<file path="src/rtl/reg_file_bank.sv">
// reg_file_bank: file-register responder for the execute-stage write command.
// Latches the file address, resolves INDF through FSR, holds TMR0, STATUS,
// FSR, the port latches and the general-purpose RAM, and returns
// combinational read data for the effective address.
// Build option: define BANKED_GPR_EN for four 16-byte banks at 0x10-0x1F
// selected by FSR[6:5]. Without it, 0x08-0x1F is a single 24-byte array.
module reg_file_bank #(
  parameter int unsigned DATA_WIDTH   = 8,
  parameter int unsigned ADDR_WIDTH   = 5,
  parameter int unsigned TMR0_INHIBIT = 2
) (
  input  logic                  clk,
  input  logic                  rst,
  input  logic [2:0]            writeCommand,
  input  logic [DATA_WIDTH-1:0] gprWriteDataIn,
  input  logic [DATA_WIDTH-1:0] statusWriteDataIn,
  input  logic                  tmr0IncEn,
  input  logic [DATA_WIDTH-1:0] pclIn,
  input  logic [DATA_WIDTH-1:0] portAIn,
  input  logic [DATA_WIDTH-1:0] portBIn,
  input  logic [DATA_WIDTH-1:0] portCIn,
  output logic [DATA_WIDTH-1:0] gprReadDataOut,
  output logic [DATA_WIDTH-1:0] gprStatusOut,
  output logic [DATA_WIDTH-1:0] fsrOut,
  output logic [ADDR_WIDTH-1:0] addrOut,
  output logic                  pclWriteEn,
  output logic [DATA_WIDTH-1:0] pclDataOut,
  output logic [DATA_WIDTH-1:0] portAOut,
  output logic [DATA_WIDTH-1:0] portBOut,
  output logic [DATA_WIDTH-1:0] portCOut
);

  // File map
  localparam logic [ADDR_WIDTH-1:0] AIndf   = ADDR_WIDTH'(0);
  localparam logic [ADDR_WIDTH-1:0] ATmr0   = ADDR_WIDTH'(1);
  localparam logic [ADDR_WIDTH-1:0] APcl    = ADDR_WIDTH'(2);
  localparam logic [ADDR_WIDTH-1:0] AStatus = ADDR_WIDTH'(3);
  localparam logic [ADDR_WIDTH-1:0] AFsr    = ADDR_WIDTH'(4);
  localparam logic [ADDR_WIDTH-1:0] APortA  = ADDR_WIDTH'(5);
  localparam logic [ADDR_WIDTH-1:0] APortB  = ADDR_WIDTH'(6);
  localparam logic [ADDR_WIDTH-1:0] APortC  = ADDR_WIDTH'(7);
  localparam logic [ADDR_WIDTH-1:0] AGprLo  = ADDR_WIDTH'(8);

  localparam logic [DATA_WIDTH-1:0] StatusRst = DATA_WIDTH'(8'h18);

  localparam int unsigned InhW = (TMR0_INHIBIT > 0) ? $clog2(TMR0_INHIBIT + 1) : 1;
  localparam logic [InhW-1:0] InhLoad = InhW'(TMR0_INHIBIT);

`ifdef BANKED_GPR_EN
  // 8 shared bytes followed by 4 banks of 16
  localparam int unsigned GprDepth = 72;
  localparam int unsigned GprIdxW  = 7;
  localparam logic [DATA_WIDTH-1:0] FsrWrMask  = DATA_WIDTH'(8'h7F);
  localparam logic [DATA_WIDTH-1:0] FsrRdForce = DATA_WIDTH'(8'h80);
`else
  localparam int unsigned GprDepth = 24;
  localparam int unsigned GprIdxW  = 5;
  localparam logic [DATA_WIDTH-1:0] FsrWrMask  = DATA_WIDTH'(8'h1F);
  localparam logic [DATA_WIDTH-1:0] FsrRdForce = DATA_WIDTH'(8'hE0);
`endif

  logic [ADDR_WIDTH-1:0] r_addr;
  logic [DATA_WIDTH-1:0] r_fsr;
  logic [DATA_WIDTH-1:0] r_status;
  logic [DATA_WIDTH-1:0] r_tmr0;
  logic [InhW-1:0]       r_inh;
  logic [DATA_WIDTH-1:0] r_port_a;
  logic [DATA_WIDTH-1:0] r_port_b;
  logic [DATA_WIDTH-1:0] r_port_c;
  logic [DATA_WIDTH-1:0] r_gpr [GprDepth];

  logic [ADDR_WIDTH-1:0] w_eff;
  logic [GprIdxW-1:0]    w_gpr_idx;
  logic                  w_wr;
  logic                  w_wr_tmr0;
  logic                  w_wr_pcl;
  logic                  w_wr_status;
  logic                  w_wr_fsr;
  logic                  w_wr_gpr;
  logic [DATA_WIDTH-1:0] w_status_d;
  logic [DATA_WIDTH-1:0] w_fsr_rd;

  // Effective address and GPR array index
  always_comb begin
    w_eff = (r_addr == AIndf) ? r_fsr[ADDR_WIDTH-1:0] : r_addr;
`ifdef BANKED_GPR_EN
    if (w_eff[4]) begin
      w_gpr_idx = 7'd8 + {1'b0, r_fsr[6:5], w_eff[3:0]};
    end else begin
      w_gpr_idx = 7'(w_eff) - 7'd8;
    end
`else
    w_gpr_idx = GprIdxW'(w_eff - AGprLo);
`endif
  end

  // Write decode; an indirect access that lands on INDF itself is a NOP
  always_comb begin
    w_wr        = writeCommand[1] && (w_eff != AIndf);
    w_wr_tmr0   = w_wr && (w_eff == ATmr0);
    w_wr_pcl    = w_wr && (w_eff == APcl);
    w_wr_status = w_wr && (w_eff == AStatus);
    w_wr_fsr    = w_wr && (w_eff == AFsr);
    w_wr_gpr    = w_wr && (w_eff >= AGprLo);
  end

  // STATUS next value; TO/PD (bits 4:3) are never written here
  always_comb begin
    w_status_d = r_status;
    if (w_wr_status) begin
      w_status_d[7:5] = gprWriteDataIn[7:5];
      w_status_d[2:0] = writeCommand[0] ? statusWriteDataIn[2:0] : gprWriteDataIn[2:0];
    end else if (writeCommand[0]) begin
      w_status_d[7:5] = statusWriteDataIn[7:5];
      w_status_d[2:0] = statusWriteDataIn[2:0];
    end
  end

  // Address latch, FSR, STATUS and port latches
  always_ff @(posedge clk) begin
    if (rst) begin
      r_addr   <= '0;
      r_fsr    <= '0;
      r_status <= StatusRst;
      r_port_a <= '0;
      r_port_b <= '0;
      r_port_c <= '0;
    end else begin
      if (writeCommand[2]) r_addr <= gprWriteDataIn[ADDR_WIDTH-1:0];
      if (w_wr_fsr) r_fsr <= gprWriteDataIn & FsrWrMask;
      r_status <= w_status_d;
      if (w_wr && (w_eff == APortA)) r_port_a <= gprWriteDataIn;
      if (w_wr && (w_eff == APortB)) r_port_b <= gprWriteDataIn;
      if (w_wr && (w_eff == APortC)) r_port_c <= gprWriteDataIn;
    end
  end

  // TMR0: a write wins over a same-cycle pulse and restarts the inhibit window
  always_ff @(posedge clk) begin
    if (rst) begin
      r_tmr0 <= '0;
      r_inh  <= '0;
    end else if (w_wr_tmr0) begin
      r_tmr0 <= gprWriteDataIn;
      r_inh  <= InhLoad;
    end else if (tmr0IncEn) begin
      if (r_inh == '0) begin
        r_tmr0 <= r_tmr0 + DATA_WIDTH'(1);
      end else begin
        r_inh <= r_inh - InhW'(1);
      end
    end
  end

  // General-purpose RAM
  always_ff @(posedge clk) begin
    if (rst) begin
      for (int unsigned i = 0; i < GprDepth; i++) begin
        r_gpr[i] <= '0;
      end
    end else if (w_wr_gpr) begin
      r_gpr[w_gpr_idx] <= gprWriteDataIn;
    end
  end

  // Combinational read of the effective address
  always_comb begin
    w_fsr_rd = r_fsr | FsrRdForce;
    unique case (w_eff)
      AIndf:   gprReadDataOut = '0;
      ATmr0:   gprReadDataOut = r_tmr0;
      APcl:    gprReadDataOut = pclIn;
      AStatus: gprReadDataOut = r_status;
      AFsr:    gprReadDataOut = w_fsr_rd;
      APortA:  gprReadDataOut = portAIn;
      APortB:  gprReadDataOut = portBIn;
      APortC:  gprReadDataOut = portCIn;
      default: gprReadDataOut = r_gpr[w_gpr_idx];
    endcase
  end

  // PCL has no storage here; the write is forwarded as a strobe
  always_comb begin
    pclWriteEn = !rst && w_wr_pcl;
    pclDataOut = pclWriteEn ? gprWriteDataIn : '0;
  end

  assign gprStatusOut = r_status;
  assign fsrOut       = w_fsr_rd;
  assign addrOut      = r_addr;
  assign portAOut     = r_port_a;
  assign portBOut     = r_port_b;
  assign portCOut     = r_port_c;

endmodule

</file>
<file path="config.mk">
export PLATFORM = sky130hd
export DESIGN_NAME = reg_file_bank
export DESIGN_NICKNAME = d
export VERILOG_FILES = /design/src/rtl/reg_file_bank.sv
export SDC_FILE = /design/constraint.sdc
export NUM_CORES = 1
export LEC_CHECK = 0
export ABC_AREA = 0
export BUFFER_PORTS_ARGS = -buffer_cell sky130_fd_sc_hd__buf_2
export CAP_MARGIN = 30
export CORE_MARGIN = 10
export CORE_UTILIZATION = 25
export CTS_CLUSTER_SIZE = 8
export DETAILED_ROUTE_END_ITERATION = 8
export PLACE_DENSITY = 0.41
export RECOVER_POWER = 25
export SLEW_MARGIN = 30
export SYNTH_ARGS = -nofsm -noshare
export SYNTH_HDL_FRONTEND = slang
export SYNTH_SLANG_ARGS = --single-unit
</file>
<file path="constraint.sdc">
create_clock -name clk -period 4.1 [get_ports clk]
set_input_delay 0.41 -clock clk [delete_from_list [all_inputs] [get_ports clk]]
set_output_delay 0.41 -clock clk [all_outputs]
set_load 0.005 [all_outputs]
</file>
Word-level counts from Yosys, hierarchy flattened
Memories as Yosys holds them, arrays and structs flattened.
Index checks and enable logic that the tools add are counted.
Word-level totals
  flip-flop bits (word level): 50
  output and inout bits: 62
  word-level logic and storage cells: 68
  bits of input ports: 54
  memories kept: 1
  bits in writable memories: 192
Memories
  r_gpr: words 24, width 8, read ports 1, clocked after Yosys merged registers in 0, write ports 24, RTL line 70  | logic [DATA_WIDTH-1:0] r_gpr [GprDepth];
Cells by class
  muxes and demuxes: 22
  add/sub/neg operators: 3
  reductions and logical operators: 23
  equal/unequal tests: 8
  bitwise logic cells: 1
  $lt $le $gt $ge: 1
Operators with widths (count)
  $pmux 8 s8: 1
  $mux 8: 5
  $eq 5x3->1 const B: 4
  $mux 3: 5
  $eq 5x2->1 const B: 2
  $logic_and 1x1->1: 10
  $logic_not 5->1: 2
  $mux 5: 2
  $add 8x1->8 const B: 1
  $reduce_or 8->1: 1
  $mux 1: 6
  $mux 2: 3
  $reduce_and 2->1: 3
  $reduce_bool 2->1: 3
  $eq 5x1->1 const B: 1
  $ge 5x4->1 const B: 1
  $reduce_bool 5->1: 1
  $sub 5x4->5 const B: 1
  $logic_not 2->1: 1
  $ne 2x2->1 const B: 1
  $reduce_or 2->1: 1
  $sub 2x1->2 const B: 1
  $logic_not 1->1: 1
  $not 1->1: 1

Logic depth before layout (Yosys ltp)
  depth after elaboration: 10
  depth in mapped cells: 11
  mapped depth without buffers: 8

Worst setup path after synthesis
OpenSTA, ideal clock, no wires.
  kind: register -> register
  start: reg r_addr[3] (netlist: addrOut[3])
  end: mem r_gpr[16][0] (enable)
  period minus slack after synthesis: 2892 ps
  library setup time: 384 ps
  stages on the path, launching flop included: 9
  arrival: 2508 ps
  data required time: 3716 ps
  buffers on the path: 2
  path slack: 1208 ps
  path through: dfxtp_1 -> buf_2 -> or2_1 -> o31ai_4 -> nor3_2 -> a31o_1 -> a211o_1 -> buf_2 -> o21ai_0
RTL lines
  from (decl): RTL line 62  | logic [ADDR_WIDTH-1:0] r_addr;
  from (signal assigned): RTL line 129  | if (writeCommand[2]) r_addr <= gprWriteDataIn[ADDR_WIDTH-1:0];
  to (decl): RTL line 70

Final worst setup path
  start: reg r_addr[1] (netlist: addrOut[1])
  end: out gprReadDataOut[1]
On the way
  cells in the longest elaborated chain, start to end: 5
  elaborated cells on any way between the ends: 13
  classes of those cells: add/sub: 1; eq/ne: 7; mux: 2; reduce/logical: 2; memory: 1
Ends and longest elaborated chain
  $logic_not 5->1: RTL line 85  | w_eff = (r_addr == AIndf) ? r_fsr[ADDR_WIDTH-1:0] : r_addr;
  $mux 5 (*): RTL line 85
  $sub 5x4->5: RTL line 93  | w_gpr_idx = GprIdxW'(w_eff - AGprLo);
  $mem_v2 24x8
  $pmux 8 s8 (*): RTL line 169  | unique case (w_eff)
  to (decl): RTL line 22  | output logic [DATA_WIDTH-1:0] gprReadDataOut,
Every way passes the cells marked *; elsewhere a longest branch is shown, timed or not.

==> results.py <==
metrics = {
    "synthesis": {
        "synth_cell_type_count": 69,
        "synth_top_area_cell": "edfxtp_1",
        "ys_ff_latch": 306,
        "postSynthAreaPerCell_um2": 11.6,
        "yosysSeqAreaShare_pct": 60.4,
        "synth_area_um2": 14400,
        "synth_top_area_share_pct": 53.5,
        "yosysWarningCount": 0,
        "synthCells": 1242,
        "synth-edff-count": 256,
        "postSynth.asyncResetShare_pct": 0,
        "yosys-top-cells-area": "edfxtp_1 53%, and2_1 8.8%, dfxtp_1 7.0%",
        "ys_dominant_reg_cell": "edfxtp_1",
    },
    "timing": {
        "hold_viol": 0,
        "setup_violations": 0,
        "finClkSkew_ps": 27.6,
        "max_freq_mhz": 255,
        "timing.final.crit_share_pct": 95.5,
        "min_period_ps": 3920,
        "fin_setup_tns_ps": 0,
        "setup_slack_ps": 184,
        "rsz0062_at_grt": "no",
        "slew_viol_final": 204,
        "whs_ps": 113,
        "tightest_slew_ps": 2660,
        "relSlewSlack_pct": -77.0,
    },
    "die": {
        "pin_count": 116,
        "coreArea_um2": 56700,
        "placementRows": 87,
        "die_y_um": 260,
        "die_w_um": 260,
        "dieArea_um2": 67500,
        "initial_core_util_pct": 25.4,
    },
    "clock_tree": {
        "htree_levels": 2,
        "cts_num_sinks": 306,
        "numCtsBuffers": 44,
        "tritoncts": "done",
        "max-clock-path-buffers": 3,
        "root_buffer": "clkbuf_16",
        "insertion_delay_ps": 570,
        "clkSlewWorstSetupHoldPaths_ps": 50,
    },
    "worst_setup_path": {
        "rrSetupSlack_ps": 430,
        "crit_type": "flip-flop to output port",
        "crit_arrival_ps": 3510,
        "worstReg2RegEnd": "r_gpr[14][1]",
        "crit_fanout": 9,
        "path_cells": "or3_1, o21a_1, buf_12, nand2_1, o22ai_1, or4_1, a211oi_1, o21ai_1, buf_2",
        "cp.required_ps": 3690,
        "crit_slowest_cell": "or4_1",
        "rr_startpoint": "addrOut[1]",
        "r2r_cells": 9,
        "cp-end-kind": "output port",
        "crit_path_start_kind": "flip-flop",
        "max_stage_delay_ps": 600,
    },
    "global_route": {
        "use_met1_pct": 18.9,
        "grt_pass1_wl_mm": 70.9,
        "grt_remaining_overflow": 0,
        "antenna_found_initial": 1,
        "busiest_layer": "met2",
        "grt_max_degree": 51,
        "grt.met3_usage_pct": 2.90,
        "met2_usage_pct": 23.4,
        "grt_usage_pct": 14.3,
        "grt_pass1_vias": 10400,
    },
    "route": {
        "route.detailed.drc": 0,
        "ant_nets": 0,
        "wl_per_cell_um": 21.8,
        "drt_first_pass_iters": 5,
        "num_vias": 10200,
        "wl_mm": 48.8,
        "viasPerCell": 4.58,
        "first_iter_violations": 690,
    },
    "finish": {
        "stdcell_count": 2237,
        "layout_common_cells": "256 x edfxtp_1, 197 x and2_1, 173 x nand2_1, 82 x buf_4, 76 x mux2i_1",
        "nNetsFinal": 1516,
        "drive_gt1_share_pct": 16.4,
        "area_growth_pct": 22.5,
        "fillCellCount": 5880,
        "final_common_cell": "edfxtp_1",
    },
    "outcome": {
        "violations": "capacitance limit, slew limit",
        "status": "finished, violations left",
    },
    "pwr": {
        "ir_drop_v": 0.000296,
        "leakagePower_nw": 6.55,
        "fin_total_pwr_mw": 7.67,
        "power_density_nw_per_um2": 435,
    },
    "run": {
        "max-cap-violations": 6,
    },
    "placed_design": {
        "dpl_worst_slack_ps": 516,
        "port_buffers": 108,
        "dp_hpwl_mm": 32.8,
        "dp.cells": 2162,
        "gp_congestion": 0.777,
    },
    "min_path": {
        "whs_path_depth": 3,
        "hold_start": "statusWriteDataIn[0]",
        "min_delay_worst_endpoint": "gprStatusOut[0]",
        "hold_class": "input pin to flip-flop",
    },
}
-- sequential cells by signal, summed over array words and instances, names as in the netlist --
register	count
r_tmr0	8
r_inh	2
gprStatusOut	6
r_fsr	5
portAOut	8
portCOut	8
portBOut	8
addrOut	5
r_gpr	256
-- Yosys cell counts, types with 18 or more instances --
master and number:
and2_1 202, nand2_1 172, dfxtp_1 50, clkbuf_1 48
mux2i_1 76, nand3_1 24, nor2_1 71, edfxtp_1 256
and3_1 18, o21ai_0 38, buf_2 22, a21oi_1 42
-- report_power, final --
group | switching, mW | internal, mW
logic | 0.498 | 0.246
clock network | 1.36 | 2.01
registers | 0.0507 | 3.50
-- area by class of cell --
type / count / area [um^2] / area share (%)
Antenna cell: 1 / 2.50 / 0.0142
Clock buffer: 65 / 1200 / 6.82
Clock inverter: 2 / 40.0 / 0.227
Inverter: 9 / 33.8 / 0.192
Multi-Input combinational cell: 896 / 5470 / 31.1
Sequential cell: 306 / 8690 / 49.3
Tap cell: 756 / 946 / 5.37
Timing Repair Buffer: 202 / 1230 / 6.96
-- critical path, delay by kind of cell (launching register included) --
family | cells | cell delay [ps]
simple gates | 3 | 1330
compound gates | 4 | 840
flops | 1 | 400
buf+inv | 2 | 350
-- layer usage --
layer	up-vias	part of all wire [%]	wire length, um
met2	233	47	23000
met3	62	5.2	2550
met5	-	0	0
met4	0	1.8	869
met1	5095	46	22400
li1	4855	-	-
-- what timing repair did --
| action | CTS | global route |
|---|---|---|
| gates resized for setup | 3 | 6 |
| pin swaps | 2 | 1 |
| setup endpoints to repair | 4 | 4 |
| hold endpoints to repair | 0 | 0 |
| hold buffers | 0 | 0 |
| buffers inserted | 5 | 2 |
-- per-stage QoR --
step / instance area (um^2) / utilization (%)
after floorplan: 14600 / -
after global placement: 16400 / 28.8
after detailed placement: 16400 / 28.9
after CTS: 17700 / 31.2
after global routing: 17600 / 31.1
final: 17600 / 31.1
-- how the worst max path moves through the flow --
stage | start | to | depth (start not counted) | slack (ps)
finish | addrOut[1] | gprReadDataOut[1] | 9 | 180
global route | addrOut[1] | gprReadDataOut[1] | 9 | 10
CTS | addrOut[2] | gprReadDataOut[0] | 9 | 20
detailed placement | addrOut[2] | gprReadDataOut[0] | 9 | 520
global placement | addrOut[4] | gprReadDataOut[0] | 9 | 270
floorplan | addrOut[3] | r_gpr[16][0] | 8 | 1210
-- cell families (layout without fill, tap and decap cells) --
logic type | count (synthesis) | in the layout | share of synthesized area [%]
AO/OA/AOI/OAI | 190 | 190 | 9.03
multiplexers | 89 | 89 | 6.78
buffers and inverters | 99 | 278 | 3.27
adder cells (fa/ha/maj) | 3 | 3 | 0.261
flip-flops | 306 | 306 | 60.4
other | 2 | 62 | 0.0522
XOR/XNOR | 7 | 7 | 0.426
AND/OR/NAND/NOR | 546 | 546 | 19.7
No activity file was read; power rests on OpenSTA's default activity.
